===== src/rtl/rs_slot_scheduler.sv =====
// Reservation-station slot scheduler: tracks occupancy, picks the lowest free slot for dispatch,
// and offers one operand-ready entry per cycle to the function unit in round-robin order.
module rs_slot_scheduler #(
    parameter int RS_SIZE = 4,
    parameter int IDX_W   = $clog2(RS_SIZE)
) (
    input  logic               clk,
    input  logic               rst,
    input  logic               flush,
    output logic               alloc_ready,
    output logic [IDX_W-1:0]   alloc_index,
    input  logic               alloc_taken,
    input  logic [RS_SIZE-1:0] entry_ready,
    output logic               issue_valid,
    output logic [IDX_W-1:0]   issue_index,
    input  logic               issue_ack,
    output logic [RS_SIZE-1:0] busy_vec,
    output logic [IDX_W:0]     free_count
);

    logic [RS_SIZE-1:0] busy;
    logic [RS_SIZE-1:0] busy_next;
    logic [RS_SIZE-1:0] cand;
    logic [IDX_W-1:0]   rr_ptr;
    logic [IDX_W-1:0]   rr_pick;
    logic [IDX_W-1:0]   scan_idx;
    logic               rr_hit;
    logic               lock_valid;
    logic [IDX_W-1:0]   lock_index;

    assign busy_vec    = busy;
    assign cand        = busy & entry_ready;
    assign alloc_ready = |(~busy);

    // Scanning downward leaves the lowest free slot as the final assignment.
    always_comb begin
        alloc_index = '0;
        for (int i = RS_SIZE - 1; i >= 0; i--) begin
            if (!busy[i]) alloc_index = IDX_W'(i);
        end
    end

    always_comb begin
        free_count = '0;
        for (int i = 0; i < RS_SIZE; i++) begin
            free_count = free_count + (IDX_W + 1)'(~busy[i]);
        end
    end

    // Index arithmetic wraps naturally because RS_SIZE is a power of two.
    always_comb begin
        rr_pick  = '0;
        rr_hit   = 1'b0;
        scan_idx = '0;
        for (int k = 0; k < RS_SIZE; k++) begin
            scan_idx = rr_ptr + IDX_W'(k);
            if (!rr_hit && cand[scan_idx]) begin
                rr_pick = scan_idx;
                rr_hit  = 1'b1;
            end
        end
    end

    always_comb begin
        issue_valid = lock_valid ? 1'b1 : rr_hit;
        issue_index = lock_valid ? lock_index : rr_pick;
    end

    always_comb begin
        busy_next = busy;
        if (alloc_taken && alloc_ready) busy_next[alloc_index] = 1'b1;
        if (issue_valid && issue_ack)   busy_next[issue_index] = 1'b0;
    end

    always_ff @(posedge clk or posedge rst) begin
        if (rst) begin
            busy       <= '0;
            rr_ptr     <= '0;
            lock_valid <= 1'b0;
            lock_index <= '0;
        end else if (flush) begin
            busy       <= '0;
            rr_ptr     <= '0;
            lock_valid <= 1'b0;
            lock_index <= '0;
        end else begin
            busy <= busy_next;
            if (issue_valid && issue_ack) begin
                lock_valid <= 1'b0;
                rr_ptr     <= issue_index + IDX_W'(1);
            end else if (issue_valid) begin
                lock_valid <= 1'b1;
                lock_index <= issue_index;
            end
        end
    end

endmodule


===== config.mk =====
export PLATFORM = sky130hd
export DESIGN_NAME = rs_slot_scheduler
export DESIGN_NICKNAME = d
export VERILOG_FILES = /design/src/rtl/rs_slot_scheduler.sv
export SDC_FILE = /design/constraint.sdc
export NUM_CORES = 1
export LEC_CHECK = 0
export BUFFER_PORTS_ARGS = -buffer_cell sky130_fd_sc_hd__buf_2
export CORE_MARGIN = 1.5
export CORE_UTILIZATION = 45
export CTS_CLUSTER_DIAMETER = 50
export DETAILED_ROUTE_END_ITERATION = 12
export PLACE_DENSITY = 0.74
export SETUP_SLACK_MARGIN = 0.15
export SLEW_MARGIN = 40
export SYNTH_ARGS = -nofsm -noshare
export SYNTH_HDL_FRONTEND = slang
export SYNTH_SLANG_ARGS = --single-unit

===== constraint.sdc =====
create_clock -name clk -period 1.8 [get_ports clk]
set_input_delay 0 -clock clk [delete_from_list [all_inputs] [get_ports clk]]
set_output_delay 0 -clock clk [all_outputs]
set_load 0.02 [all_outputs]

======== Yosys cells after proc, flatten, opt, wreduce, memory -nomap -nowiden ========
Cells that the tools add are included.
storage, ports and cells
  bits in registers ....................... 9
  input port bits ......................... 9
  output and inout port bits .............. 13
  logic and storage cells ................. 81
operators by class
  add/subtract/negate cells ............... 7
  order comparisons ....................... 8
  equality and inequality tests ........... 1
  muxes and demuxes ....................... 37
  bitwise operators ....................... 9
  reduce and logical (&&, ||, !) cells .... 15
operators by type and width
  kind                 count
  $mux 2               14
  $lt 2x3->1 const B   6
  $mux 1               14
  $mux 4               3
  $not 1->3            4
  $add 3x3->3          3
  $and 4x4->4          2
  $bmux 1 s2           4
  $not 4->4            2
  $logic_and 1x1->1    7
  $add 2x1->2 const B  2
  $add 2x2->2 const B  2
  $demux 1 s2          2
  $ge 2x1->1 const B   2
  $or 4x4->4           1
  $reduce_bool 2->1    2
  $reduce_or 4->1      1
  $logic_not 1->1      3
  $reduce_bool 3->1    1
  $ne 2x2->1 const B   1
  $reduce_and 2->1     1

======== Logic depth before layout (Yosys ltp) ========
  depth in word-level cells ............... 22
  mapped depth ............................ 7
  mapped depth without buffers ............ 6

======== Least setup slack after synthesis ========
OpenSTA, ideal clock, no wires.
  path kind ............................... register to register
  from .................................... reg busy[0], in the netlist busy_vec[0]
  to ...................................... reg lock_index[0]
  library setup time ...................... 99 ps
  arrival time ............................ 2005 ps
  data required time ...................... 1701 ps
  path slack .............................. -305 ps
  stages on the path, launching flop included .. 7
  buffers on the path ..................... 1
  clock period less this slack ............ 2105 ps
  cells stage by stage .................... dfrtp_1 buf_4 and2_1 mux4_2 a211oi_4 inv_2 a311oi_1
on the way
  cells in the longest elaborated chain, start to end .. 17
  elaborated cells on any way between the ends .. 32
  those cells by class .................... eq/ne (1); mux (21); bitwise (1); reduce/logical (9)
ends and longest elaborated chain
  element                         line  source
  start, declared                 21    logic [RS_SIZE-1:0] busy;
  start signal, assigned          87    busy <= busy_next;
  $and 4x4->4 (*)                 32    assign cand = busy & entry_ready;
  $bmux 1 s2                      57    if (!rr_hit && cand[scan_idx]) begin
  $mux 1 (not written as such)    57
  $mux 1                          57
  $logic_not 1->1                 57
  $logic_and 1x1->1               57
  $mux 1                          57
  $logic_not 1->1                 57
  [2 not listed]                  --
  $logic_not 1->1                 57
  $logic_and 1x1->1               57
  $mux 1 (*)                      57
  $mux 1 (*)                      65    issue_valid = lock_valid ? 1'b1 : rr_hit;
  via issue_valid                 14    output logic issue_valid,
  $logic_and 1x1->1               88    if (issue_valid && issue_ack) begin
  $ne 2x2->1 (no line)            --
  $reduce_and 2->1 (no line) (*)  --
  end signal, assigned            93    lock_index <= issue_index;
  end, declared                   29    logic [IDX_W-1:0] lock_index;
The timed path passes the listed nets; every way through them passes the cells marked *. The select of a mux whose other input is x is not followed.
A chain may end at the register's enable or synchronous reset.

======== Worst setup path in the final report ========
  from .................................... reg busy[3], in the netlist busy_vec[3]
  to ...................................... out free_count[1]
on the way
  cells in the longest elaborated chain, start to end .. 2
ends and longest elaborated chain
  element        line  source
  $not 1->3      46    free_count = free_count + (IDX_W + 1)'(~busy[i]);
  $add 3x3->3    46
  end, declared  18    output logic [IDX_W:0] free_count
Every way passes these cells.

==> results.py <==
metrics = {
    "grt": {
        "grt_util_all_layers_pct": 27.2,
        "antenna_found_initial": 0,
        "grt_max_degree": 10,
        "overflow": 0,
        "grt_pass1_vias": 816,
        "grt_pass1_wl_um": 3750,
    },
    "critical_path": {
        "worst_ep_required_time_ns": 1.80,
        "end_kind": "output pin",
        "critPathMaxFanout": 4,
        "critical_path_class": "reg -> out",
        "critical_path_arrival_ns": 2.06,
        "start_kind": "flop",
    },
    "min_path": {
        "holdCritPathClass": "in -> reg",
    },
    "timing": {
        "worst_hold_slack_ns": 0.0712,
        "worst_pin_slew_ns": 0.508,
        "fin_crit_ns": 2.06,
        "slew_headroom_pct": 66.1,
        "fin_crit_sh_pct": 114,
        "fmaxAchievable_ghz": 0.486,
        "rsz0062_at_grt": "yes",
        "drv_slew": 0,
        "fin_ws_ns": -0.257,
        "setup_viol": 14,
        "worst_clock_skew_ns": 0.00471,
        "hold_violations": 0,
    },
    "route": {
        "drt_first_pass_iters": 4,
        "avgRoutedWirePerCell_um": 21.8,
        "vias_per_cell": 6.70,
        "ant_nets": 0,
        "vias": 971,
        "drc": 0,
        "drt_iter0_markers": 60,
        "wl_um": 3160,
    },
    "placed_design": {
        "io_buffer_count": 21,
        "placedInstanceArea_sq_um": 937,
        "gp_congestion": 0.875,
        "dp.cells": 128,
        "pre_cts_slack_ns": -0.0920,
        "hpwl_um": 1470,
    },
    "floorplanning": {
        "die_area_sq_mm": 0.00193,
        "num_rows": 14,
        "core_sq_mm": 0.00154,
        "die_x_um": 43.9,
        "dieHeight_um": 43.9,
        "ios": 22,
        "start_util_pct": 48.8,
    },
    "outcome": {
        "status": "finished, violations left",
        "violations": "setup timing",
    },
    "final_layout": {
        "drive_gt1_share_pct": 68.2,
        "finalNonFillerCells": 145,
        "area_delta_synth_final_pct": 79.5,
        "insertedDiodeCount": 0,
        "fillers": 66,
        "fin_area_sq_mm": 0.00135,
        "fin_nets": 144,
        "final_util_pct": 87.6,
    },
    "clock_tree": {
        "clockRootBuffer": "clkbuf_4",
        "tritoncts": "yes",
        "clock-sinks": 9,
        "clock_path_buffers": 2,
        "clock_latency_ns": 0.28,
        "cts_max_level": 1,
        "clkTransAtPathRegs_ns": 0.07,
        "cts-buffers-inserted": 3,
    },
    "synth": {
        "synthXorXnorAreaFrac_pct": 0,
        "synth_top_family_by_area": "compound AO/OA/AOI/OAI gates",
        "ys.warnings.count": 0,
        "synth_compound_area_share_pct": 28.8,
        "synth-seq-cells": 9,
        "yosysTopAreaCell": "dfrtp_1",
        "syn_area_per_cell_sq_um": 8.95,
        "yosys.area_share.simple_pct": 19.0,
        "syn_area_sq_um": 752,
        "synth_area_leaders": "dfrtp_1 (30%), ha_1 (6.7%), a311oi_1 (5.8%), a21oi_1 (5.3%), inv_1 (4.5%)",
        "yosysUniqueCellTypes": 34,
        "synth.top_cell.area_share_pct": 30.0,
        "muxShareOfSynthArea_pct": 3.00,
        "ys_top_cells_by_count": "dfrtp_1 (9), inv_1 (9), a21oi_1 (8)",
        "synthAdderAreaFrac_pct": 9.32,
        "synth_nets": 98,
        "synth.yosys.seq_area_share_pct": 30.0,
        "syn_inst": 84,
        "synth-async-reset-ratio_pct": 100,
        "ys.flop_type": "dfrtp_1",
        "synth_edf_count": 0,
    },
    "pwr": {
        "ir_worst_vdd_v": 0.00103,
        "p_leak_nw": 0.576,
        "powerDensity_mw_per_mm2": 1210,
    },
    "flow_run": {
        "cap_violations": 0,
    },
}
## path summary, 6_finish.rpt
path | start | to | cells past startpoint | slack (ns)
worst max-delay path | busy_vec[3] | free_count[1] | 7 | -0.26
worst max register to register | busy_vec[1] | busy_vec[0] | 7 | -0.24
max in group asynchronous | rst | rr_ptr[0] | 3 | 1.26
min in group asynchronous | rst | rr_ptr[1] | 3 | 0.24
worst min register to register | lock_index[1] | lock_index[1] | 2 | 0.65
worst min-delay path | alloc_taken | busy_vec[0] | 3 | 0.07
## cell families (layout without fill, tap and decap cells)
| kind of cell | after synthesis | after routing |
|---|---|---|
| DFF | 9 | 9 |
| and+or+nand+nor | 24 | 24 |
| buffers and inverters | 15 | 60 |
| AOI/OAI and AO/OA | 30 | 30 |
| muxes | 1 | 1 |
| adders and majority gates | 5 | 5 |
## flip-flops by register name, indices dropped and copies added, names as in the netlist
signal	cells
lock_valid	1
rr_ptr	2
busy_vec	4
lock_index	2
## final cells by class
class | instances | area (sq um) | area share (%)
multi-input combinational | 60 | 637 | 47.2
inverter | 10 | 50.0 | 3.71
tap | 16 | 20.0 | 1.48
sequential | 9 | 231 | 17.1
clock buffer | 4 | 26.3 | 1.95
timing repair buffer | 46 | 385 | 28.5
## worst max-delay path, stage by stage, from the launching register on
cell and delay, ns:
dfrtp_2 0.44, buf_6 0.13, buf_6 0.11, fa_1 0.53
inv_2 0.05, ha_4 0.16, ha_4 0.25, buf_6 0.11
## through the flow
| stage | power, mW | TNS (ns) |
|---|---|---|
| floorplan | 0.735 | -0.942 |
| global placement | 0.876 | -0.0836 |
| detailed placement | 0.886 | -0.513 |
| CTS | 1.21 | -2.05 |
| global route | 1.68 | -2.66 |
| finish | 1.63 | -2.33 |
## what timing repair did
item / in CTS / in global routing
endpoints found under the hold margin: 11 / 0
hold buffers: 3 / 0
setup endpoints to repair: 14 / 16
pin swaps: 10 / 18
resized for setup: 31 / 43
buffers inserted: 6 / 4
## per-layer routing
| metal | vias up | part of all wire [%] | GRT usage (%) |
|---|---|---|---|
| met1 | 465 | 37 | 36.6 |
| met4 | 0 | 5.5 | 12.1 |
| met3 | 21 | 7.9 | 2.50 |
| met2 | 77 | 49 | 44.1 |
| met5 | - | 0 | 0 |
| li1 | 408 | - | - |
## where the power goes
part	switching, mW	total [mW]	internal (mW)
registers	0.0912	0.341	0.250
logic	0.574	1.11	0.539
clock network	0.0897	0.176	0.0862
## cells in the final DEF (no fill, tap or decap), types with 3 or more instances in the layout
| cell | instances |
|---|---|
| a21oi_2 | 3 |
| buf_2 | 14 |
| clkbuf_4 | 3 |
| dfrtp_2 | 5 |
| buf_6 | 18 |
| and2_4 | 3 |
| dfrtp_1 | 4 |
| inv_1 | 6 |
| dlygate4sd3_1 | 3 |
| a311oi_2 | 5 |
| buf_4 | 11 |
| ha_4 | 3 |
| a21oi_1 | 3 |
Note: power is estimated with default switching activity, not from simulation.
